==> src/rtl/shift_unit_pipe.sv <==
// Pipelined barrel shifter (SLL/SRL/SRA/ROL) with valid/ready flow control.
// Optional registers between log2 shift levels; the output register is always present.
module shift_unit_pipe #(
    parameter int unsigned WIDTH     = 32,
    parameter int unsigned STAGE_REG = 5'b01010,
    parameter int unsigned TAG_W     = 4
) (
    input  logic                       clock,
    input  logic                       reset_n,
    input  logic                       in_valid,
    output logic                       in_ready,
    input  logic [WIDTH-1:0]           in_data,
    input  logic [$clog2(WIDTH)-1:0]   in_shamt,
    input  logic [1:0]                 in_op,
    input  logic [TAG_W-1:0]           in_tag,
    output logic                       out_valid,
    input  logic                       out_ready,
    output logic [WIDTH-1:0]           out_data,
    output logic [TAG_W-1:0]           out_tag,
    output logic                       out_zero
);

    localparam int unsigned SHAMT_W = $clog2(WIDTH);
    localparam logic [SHAMT_W-1:0] REGMASK = SHAMT_W'(STAGE_REG);

    typedef enum logic [1:0] {
        OP_SLL = 2'b00,
        OP_SRL = 2'b01,
        OP_SRA = 2'b10,
        OP_ROL = 2'b11
    } op_e;

    typedef struct packed {
        logic               v;
        logic [WIDTH-1:0]   d;
        logic [SHAMT_W-1:0] sh;
        op_e                op;
        logic               sg;
        logic [TAG_W-1:0]   tag;
    } stage_t;

    function automatic stage_t shift_level(stage_t s, int unsigned lvl);
        stage_t          r;
        logic [WIDTH:0]  ext;
        int unsigned     amt;
        r   = s;
        amt = 2 ** lvl;
        ext = {s.sg, s.d};
        if (s.sh[lvl]) begin
            case (s.op)
                OP_SLL:  r.d = s.d << amt;
                OP_SRL:  r.d = s.d >> amt;
                OP_SRA:  r.d = WIDTH'($signed(ext) >>> amt);
                default: r.d = (s.d << amt) | (s.d >> (WIDTH - amt));
            endcase
        end
        return r;
    endfunction

    logic   rdy_en;
    stage_t stage_r [SHAMT_W];
    stage_t lvl_out [SHAMT_W];
    logic   ld      [SHAMT_W];
    logic   out_ld;
    logic               fin_v;
    logic [WIDTH-1:0]   fin_d;
    logic [TAG_W-1:0]   fin_tag;

    // Forward pass walks the levels, substituting the registered copy wherever a stage
    // register sits; backward pass builds the ready chain from the output register.
    always_comb begin
        stage_t cur;
        logic   rdy;
        cur.v   = in_valid & rdy_en;
        cur.d   = cur.v ? in_data : '0;
        cur.sh  = cur.v ? in_shamt : '0;
        cur.op  = op_e'(cur.v ? in_op : 2'b00);
        cur.sg  = cur.v & in_data[WIDTH-1];
        cur.tag = cur.v ? in_tag : '0;
        for (int unsigned i = 0; i < SHAMT_W; i++) begin
            cur        = shift_level(cur, i);
            lvl_out[i] = cur;
            if (REGMASK[i]) begin
                cur = stage_r[i];
            end
        end
        fin_v   = cur.v;
        fin_d   = cur.d;
        fin_tag = cur.tag;

        out_ld = ~out_valid | out_ready;
        rdy    = out_ld;
        for (int unsigned k = 0; k < SHAMT_W; k++) begin
            ld[SHAMT_W-1-k] = ~stage_r[SHAMT_W-1-k].v | rdy;
            if (REGMASK[SHAMT_W-1-k]) begin
                rdy = ld[SHAMT_W-1-k];
            end
        end
        in_ready = rdy_en & rdy;
    end

    always_ff @(posedge clock or negedge reset_n) begin
        if (!reset_n) begin
            rdy_en    <= 1'b0;
            out_valid <= 1'b0;
            out_data  <= '0;
            out_tag   <= '0;
            out_zero  <= 1'b0;
            for (int unsigned i = 0; i < SHAMT_W; i++) begin
                stage_r[i] <= '0;
            end
        end else begin
            rdy_en <= 1'b1;
            for (int unsigned i = 0; i < SHAMT_W; i++) begin
                if (REGMASK[i] && ld[i]) begin
                    stage_r[i] <= lvl_out[i];
                end
            end
            if (out_ld) begin
                out_valid <= fin_v;
                out_data  <= fin_d;
                out_tag   <= fin_tag;
                out_zero  <= fin_v & (fin_d == '0);
            end
        end
    end

endmodule
==> config.mk <==
export PLATFORM = sky130hd
export DESIGN_NAME = shift_unit_pipe
export DESIGN_NICKNAME = d
export VERILOG_FILES = /design/src/rtl/shift_unit_pipe.sv
export SDC_FILE = /design/constraint.sdc
export NUM_CORES = 1
export LEC_CHECK = 0
export CORE_UTILIZATION = 44
export DETAILED_ROUTE_END_ITERATION = 12
export SETUP_SLACK_MARGIN = 0.2
export SYNTH_ARGS = -nofsm -noshare
export SYNTH_HDL_FRONTEND = slang
export SYNTH_SLANG_ARGS = --single-unit
==> constraint.sdc <==
create_clock -name clock -period 1.91 [get_ports clock]
set_input_delay 0.2865 -clock clock [delete_from_list [all_inputs] [get_ports clock]]
set_output_delay 0.2865 -clock clock [all_outputs]
set_load 0.01 [all_outputs]
### Word level (Yosys, flattened, before mapping)

Index checks and enable logic that the tools add are counted.

* $add $sub $neg: 0
* $mul: 0
* divide/modulo/power cells: 0
* $lt $le $gt $ge: 0
* eq/ne operators: 6
* shift operators: 0
* mux-type cells: 14
* bitwise operators: 15
* reduce and logical (&&, ||, !) cells: 4

Operator list (number)
* 32-bit case mux with 3 select lines: 5
* 32-bit two-way mux: 6
* 32-bit zero test: 1
* 32-bit by 1-bit bitwise OR with 32-bit output: 1
* 32-bit by 16-bit bitwise OR with 32-bit output: 1
* 32-bit by 2-bit bitwise OR with 32-bit output: 1
* 32-bit by 4-bit bitwise OR with 32-bit output: 1
* 32-bit by 8-bit bitwise OR with 32-bit output: 1
* 2-bit by 1-bit == test with 1-bit output (second input constant): 3
* 2-bit == test (second input constant): 3
* 2-bit zero test: 3
* 5-bit two-way mux: 1
* 1-bit bitwise AND: 4
* 4-bit two-way mux: 1
* 1-bit NOT: 3
* 1-bit bitwise OR: 3
* 2-bit two-way mux: 1

* register bits: 129
* bits in latches: 0
* memory bits (writable): 0
* ROM bits: 0
* input bits: 47
* output and inout bits: 39
* logic and storage cells: 56
* memories kept: 0

### Depth between registers and ports, before layout

Gate-level depths: netlist of the first run.

* depth in word-level cells: 8
* depth in mapped cells: 8
* depth with buffers taken out: 5

### Worst setup path before layout of the first run

Ideal clock, no wire load.

* kind: flip-flop to flip-flop
* from: register stage_r (netlist bit lvl_out[50])
* to: register stage_r[65] in the netlist's numbering
* library setup time: 0.132 ns
* arrival time: 1.628 ns
* data required time: 1.778 ns
* path slack: 0.151 ns
* cell stages (with the launch flop): 8
* period minus slack after synthesis: 1.759 ns
* cells stage by stage: dfrtp_1 buf_6 nor2b_1 buf_2 a22o_1 mux4_2 mux2i_1 o21ai_1

* word-level cells in the longest chain between the ends: 6
* elaborated cells between the ends (all ways): 8
* those cells by class: 2 x eq/ne; 4 x mux; 1 x bitwise; 1 x reduce/logical

RTL lines
* start, declared: line 61 `stage_t stage_r [SHAMT_W];`
* start signal, assigned by index: line 116 `stage_r[i] <= lvl_out[i];`
* 2-bit == test (tied with other cells): line 50 `case (s.op)`
* 32-bit case mux with 3 select lines: line 50
* 32-bit two-way mux: line 49 `if (s.sh[lvl]) begin`
* 32-bit by 8-bit bitwise OR with 32-bit output: line 54 `default: r.d = (s.d << amt) | (s.d >> (WIDTH - amt));`
* 32-bit case mux with 3 select lines: line 50
* 32-bit two-way mux (*): line 49

Mark *: on every way between the ends. The rest lies on a longest branch, timed or not.
A chain may end at the register's enable or synchronous reset.

### Worst setup path in the final report of the first run

* from: register stage_r (netlist bit lvl_out[50])
* to: register stage_r[82] in the netlist's numbering

Same word-level chain as after synthesis.

==> results.yml, run 1 <==
run_status:
  outcome: "complete, but fails checks"
  violations: "negative setup slack"
timing:
  fmax_ghz: 0.512
  hold_viol_final: 0
  skew_ps: 10.8
  setup_slack_ps: -43.2
  maxSlewViolCount: 0
  setup_violations: 5
  finalCritPeriodShare_pct: 102
  min_period_ps: 1950
  rsz0062_at_grt: "true"
  tns_ps: -111
clocking:
  cts.path.max_buffers: 2
  cts_buffers: 17
  cts_sinks: 123
  htree_num_levels: 4
  clkSlewWorstSetupHoldPaths_ps: 70
  insertion_delay_ps: 440
  clock-root-buffer: "clkbuf_16"
  cts_tree: "built"
placement:
  gp_congestion: 0.934
  dpl-instance-area_um2: 10400
  dp_hpwl_mm: 21.8
  place_ws_ps: -461
  portBuffers: 85
die:
  dieArea_um2: 19600
  dieHeight_um: 140
  fp.dieW_um: 140
  initial_utilization_pct: 44.9
  num_rows: 50
  coreArea_um2: 18700
  io_pins: 86
power_and_ir_drop:
  power_density_nw_per_um2: 768
  power_leakage_nw: 5.11
  ir_drop_uv: 606
  power_mw: 9.04
cells_and_area:
  area_delta_synth_final_pct: 40.3
  postLayoutCellArea_um2: 11800
  num_antenna_cells: 0
  layout-drive-gt1-share_pct: 26.1
  nNetsFinal: 1262
hold_path:
  hp-class: "in -> async"
worst_setup_path:
  end_kind: "flop"
  critical_path.max_fanout: 8
  worstSetupPathType: "reg -> reg"
  startpoint_type: "flop"
  rr_startpoint: "lvl_out[50]"
  timing.rr.end: "stage_r[82]"
  rr_worst_depth: 10
  startpoint: "lvl_out[50]"
  cp.arrival_ps: 2310
  crit_required_ps: 2270
  rrSetupSlack_ps: -40
routing:
  dr.first_iter.drc_count: 797
  num_vias: 8854
  wl_per_cell_um: 20.3
  drt-vias-per-instance: 6.06
  drcViolationCount: 0
  ant_nets: 0
  wirelength_mm: 29.6
  firstDrtPassIters: 6
synthesis:
  netlist_instances: 1034
  syn_area_per_cell_um2: 8.11
  syn_area_um2: 8390
  synth_top_area_share_pct: 36.7
  yosysTopAreaCell: "dfrtp_1"
  ys.flop_type: "dfrtp_1"
  synth_nets: 1081
  ys_seq_area_share_pct: 36.7
  synthArstFlopShare_pct: 100
  synthTopCellsByArea: "dfrtp_1 (37%), nand2_1 (11%), mux4_2 (4.6%)"
  yosys_warnings: 0
  synth-seq-cells: 123
  synth_cell_type_count: 59
  synth_edf_count: 0
global_route:
  grt_pass1_vias: 8295
  grt_max_degree: 68
  gr-total-overflow: 0
  grt_pass1_wl_mm: 46.6
  grtUsageTotal_pct: 30.6
  antenna_found_initial: 0
flow_run:
  drv_cap: 0
[cells in the final DEF (no fill, tap or decap), types with 17 or more instances in the layout]
master / netlist / routed
buf_6: 5 / 17
buf_4: 7 / 136
clkbuf_16: 0 / 19
nand2_1: 255 / 233
nand3_1: 29 / 29
nor2_1: 100 / 98
dfrtp_1: 123 / 119
o21ai_1: 5 / 19
mux4_2: 17 / 18
a21oi_1: 49 / 42
mux2i_1: 36 / 34
clkdlybuf4s50_1: 0 / 80
o21ai_0: 61 / 43
a31oi_1: 40 / 31
[stage by stage]
step | hold WS (ps) | cells | util, %
5_1_grt | 315 | 1462 | 62.9
3_5_place_dp | 207 | 1411 | 55.4
3_3_place_gp | 201 | 1411 | 55.4
6_report | 294 | 1462 | 62.9
2_1_floorplan | -9.09 | 1034 | -
4_1_cts | 296 | 1448 | 61.0
[final cells by class]
cell class / count / area, um2
multi-input cells: 805 / 5360
repair buffers: 254 / 2390
clock inverters: 15 / 164
well taps: 234 / 293
inverters: 14 / 52.6
flip-flops and latches: 123 / 3080
clock buffers: 17 / 425
fillers: 1625 / 6940
[power breakdown]
group	switching [mW]	leakage (nW)	internal, mW
sequential	0.325	1.60	2.89
combinational	1.32	3.22	1.27
clock	1.47	0.292	1.76
total	3.12	5.11	5.92
[cells by family (layout without fill, tap and decap cells)]
| family | after synthesis | after routing | synth area share, % |
|---|---|---|---|
| AO/OA/AOI/OAI | 289 | 289 | 23.0 |
| XOR/XNOR | 4 | 4 | 1.04 |
| buffers and inverters | 106 | 300 | 5.88 |
| flip-flops | 123 | 123 | 36.7 |
| multiplexers | 65 | 65 | 11.2 |
| other | 1 | 1 | 0.0447 |
| AND/OR/NAND/NOR | 446 | 446 | 22.2 |
[worst max path at each step]
stage / cells after the start / end
floorplan: 6 / stage_r[65]
detailed placement: 8 / stage_r[171]
global route: 10 / stage_r[82]
finish: 10 / stage_r[82]
CTS: 6 / stage_r[68]
global placement: 8 / stage_r[171]
[cell usage after synthesis (all sizes together) (3+ instances only)]
cell,n
nand2,255
dfrtp,123
nor2,100
o21ai,66
clkbuf,51
a21oi,49
buf,41
a31oi,40
mux2i,36
nand3,29
mux4,21
a221oi,20
a311oi,19
a22oi,15
o22ai,15
inv,14
nand2b,14
o221ai,14
nand4,11
o211ai,10
mux2,8
nor4,8
nor2b,7
nor3,7
and2,6
o21a,6
a31o,5
o31ai,5
a211oi,4
a22o,4
o2bb2ai,4
or2,4
a311o,3
and3,3
[routing by layer]
layer | vias to the layer above | share of wire (%) | GRT usage [%]
met2 | 374 | 48 | 49.3
li1 | 4123 | - | -
met1 | 4288 | 43 | 41.1
met5 | - | 0 | 0
met4 | 0 | 4.0 | 13.3
met3 | 69 | 5.5 | 4.41
[sequential cells by signal (all words and copies together) (netlist names)]
register,cells
fin_tag,4
fin_v,1
lvl_out,15
out_data,32
out_tag,4
out_valid,1
out_zero,1
rdy_en,1
stage_r,64
[what timing repair did]
action                                  in CTS  in global routing
endpoints found under the setup margin      64                 56
resized for setup                          106                 50
setup buffers                                4                 12
hold endpoints to repair                    16                  0
hold buffers                                 1                  0
pin swaps                                   27                 42
cloned                                       0                  2
[worst max-delay path: stages, from the launching register on]
cell,delay [ps]
dfrtp_1,400
buf_12,160
buf_12,140
xor2_4,140
buf_6,150
clkbuf_16,160
buf_12,140
nand2_4,50
a31o_4,240
o21a_1,180
o21ai_1,110
Note: power is estimated with default switching activity, not from simulation.
==> inputs of run 2 (changes only) <==
--- a/config.mk
+++ b/config.mk
@@ -5,6 +5,7 @@
 export SDC_FILE = /design/constraint.sdc
 export NUM_CORES = 1
 export LEC_CHECK = 0
+export ABC_AREA = 1
 export CORE_UTILIZATION = 44
 export DETAILED_ROUTE_END_ITERATION = 12
 export SETUP_SLACK_MARGIN = 0.2
==> results.yml, run 2 <==
power_and_ir_drop:
  seqPwrFrac_pct: 35.4
  power_density_nw_per_um2: 816
  p_comb_share_pct: 28.5
  p_int_mw: 6.16
  pwr-share-clk_pct: 36.2
  p_switching_mw: 3.10
  ir_drop_uv: 709
  p_sw_share_pct: 33.5
  power_leakage_nw: 5.55
synthesis:
  synth.most_common_cell: "nand2_1"
  synth_top_area_share_pct: 36.1
  yosysTopAreaCell: "dfrtp_1"
  synth-seq-cells: 123
  synth_cell_type_count: 25
  ys.flop_type: "dfrtp_1"
  synth_nets: 1399
  synth_edf_count: 0
  yosys_warnings: 0
  synthArstFlopShare_pct: 100
  syn_area_um2: 8530
  syn_area_per_cell_um2: 6.31
  ys_seq_area_share_pct: 36.1
  netlist_instances: 1352
  synth_top_cells_by_count: "nand2_1 (476), nand3_1 (199), dfrtp_1 (123)"
  synthTopCellsByArea: "dfrtp_1 (36%), nand2_1 (21%), nand3_1 (12%)"
worst_setup_path:
  rr_startpoint: "lvl_out[50]"
  end_kind: "primary output"
  timing.rr.end: "stage_r[67]"
  critical_path.max_fanout: 2
  worstSetupPathType: "reg -> out"
  rr_worst_depth: 11
  cp.arrival_ps: 1460
  startpoint_type: "flop"
  crit_required_ps: 1620
  rrSetupSlack_ps: 170
cells_and_area:
  fillers: 1853
  layout-drive-gt1-share_pct: 17.3
  nNetsFinal: 1535
  final_common_cell: "nand2_1"
  final_cell_mix: "nand2_1 (463), nand3_1 (189), dfrtp_1 (119)"
  area_delta_synth_final_pct: 33.0
  layoutNonFillerInstCount: 1761
  num_antenna_cells: 0
  largest_register_ff_count: 64
  top_register: "stage_r"
timing:
  min_period_ps: 1750
  skew_ps: 10.1
  rsz0062_at_grt: "true"
  maxSlewViolCount: 0
  relSlewSlack_pct: 63.3
  tightest_slew_ps: 550
  fmax_ghz: 0.572
  whs_ps: 398
  hold_viol_final: 0
  finalCritPeriodShare_pct: 91.6
  setup_violations: 0
flow_run:
  drv_cap: 0
clocking:
  clock-root-buffer: "clkbuf_16"
  clkSlewWorstSetupHoldPaths_ps: 60
  insertion_delay_ps: 420
  cts_tree: "built"
  cts_sinks: 123
  cts_buffers: 17
  cts.path.max_buffers: 2
  htree_num_levels: 4
placement:
  dp_hpwl_mm: 21.6
  gp_congestion: 0.941
  dp.cells: 1705
  portBuffers: 85
die:
  num_rows: 50
  fp.dieW_um: 141
  dieArea_um2: 20000
  coreArea_um2: 18800
  io_pins: 86
  dieHeight_um: 141
  initial_utilization_pct: 45.3
routing:
  dr.first_iter.drc_count: 630
  wirelength_mm: 29.1
  drcViolationCount: 0
  firstDrtPassIters: 5
  wl_per_cell_um: 16.5
  num_vias: 9348
  drt-vias-per-instance: 5.31
  ant_nets: 0
global_route:
  grt_max_degree: 55
  antenna_found_initial: 0
  gr-total-overflow: 0
  grtUsageTotal_pct: 30.1
  grt_pass1_wl_mm: 46.4
  grt_pass1_vias: 8680
run_status:
  outcome: "completed"
hold_path:
  hp-class: "in -> async"
-- run 2: cell count changes after synthesis, sizes merged, moves of 15 or more --
cell,previous run,this run
nand2,255,479
a31oi,40,4
inv,14,112
a22oi,15,0
o21ai,66,116
clkbuf,51,33
mux2i,36,0
a21oi,49,83
mux4,21,0
a221oi,20,0
nand3,29,204
a311oi,19,0
-- run 2: how the worst max path moves through the flow --
| stage | from | endpoint | slack (ps) | cells after the start |
|---|---|---|---|---|
| 5_1_grt | out_valid | in_ready | 70 | 10 |
| 2_1_floorplan | out_valid | in_ready | 200 | 11 |
| 3_3_place_gp | in_valid | stage_r[159] | -220 | 10 |
| 6_report | out_valid | in_ready | 160 | 10 |
| 3_5_place_dp | in_valid | stage_r[147] | -200 | 13 |
| 4_1_cts | out_valid | in_ready | 120 | 10 |
-- run 2: metrics by stage --
step                power [mW]  TNS [ps]  utilization [%]  instance area (um2)  worst slack (ps)
finish                    9.26         0             60.3                11400               160
global route              9.72         0             60.3                11400              68.7
floorplan                 4.57         0                -                 8530               202
global placement          5.72     -4090             53.8                10100              -222
CTS                       9.12         0             57.7                10900               117
detailed placement        5.74     -4290             53.8                10100              -199
-- run 2: what timing repair did --
item / in CTS / in global routing
hold buffers: 1 / 0
endpoints found under the hold margin: 36 / 0
gates cloned: 0 / 3
gates resized for setup: 30 / 90
endpoints found under the setup margin: 31 / 66
pin swaps: 7 / 31
buffers inserted: 5 / 15
-- run 2: final cells by class --
class / instances / area, um2 / area share [%]
clock inverter: 13 / 154 / 1.36
tap: 260 / 325 / 2.87
clock buffer: 19 / 453 / 3.99
multi-input combinational: 1030 / 4860 / 42.8
sequential: 123 / 3080 / 27.2
timing repair buffer: 204 / 2050 / 18.1
inverter: 112 / 427 / 3.76
-- run 2: cell families after synthesis --
| logic type | count (synthesis) | share of synthesized area, % |
|---|---|---|
| flops | 123 | 36.1 |
| compound gates | 225 | 13.9 |
| other cells | 1 | 0.0440 |
| simple gates | 804 | 39.6 |
| buf+inv | 199 | 10.4 |
-- run 2: worst max-delay path, cell delays in order, from the launching register on --
cell     delay (ps)
dfrtp_1         360
inv_2            50
nor2_4           80
inv_2            50
nor2_4          100
inv_2            60
nor2_4           90
inv_2            40
nand2_1          50
inv_1            30
buf_2           130
-- run 2: per-layer routing --
layer	vias to the layer above	GRT usage, %	part of all wire [%]
met5	-	0	0
met4	0	13.3	4.1
met3	73	3.64	3.8
met2	288	52.3	50
met1	4341	37.7	42
li1	4646	-	-
-- run 2: power groups by stage --
stage,combinational (mW),sequential (mW),clock (mW)
2_1_floorplan,1.27,3.30,0
3_3_place_gp,2.42,3.29,0
3_5_place_dp,2.43,3.30,0
4_1_cts,2.48,3.26,3.37
5_1_grt,2.90,3.32,3.50
6_report,2.64,3.27,3.35
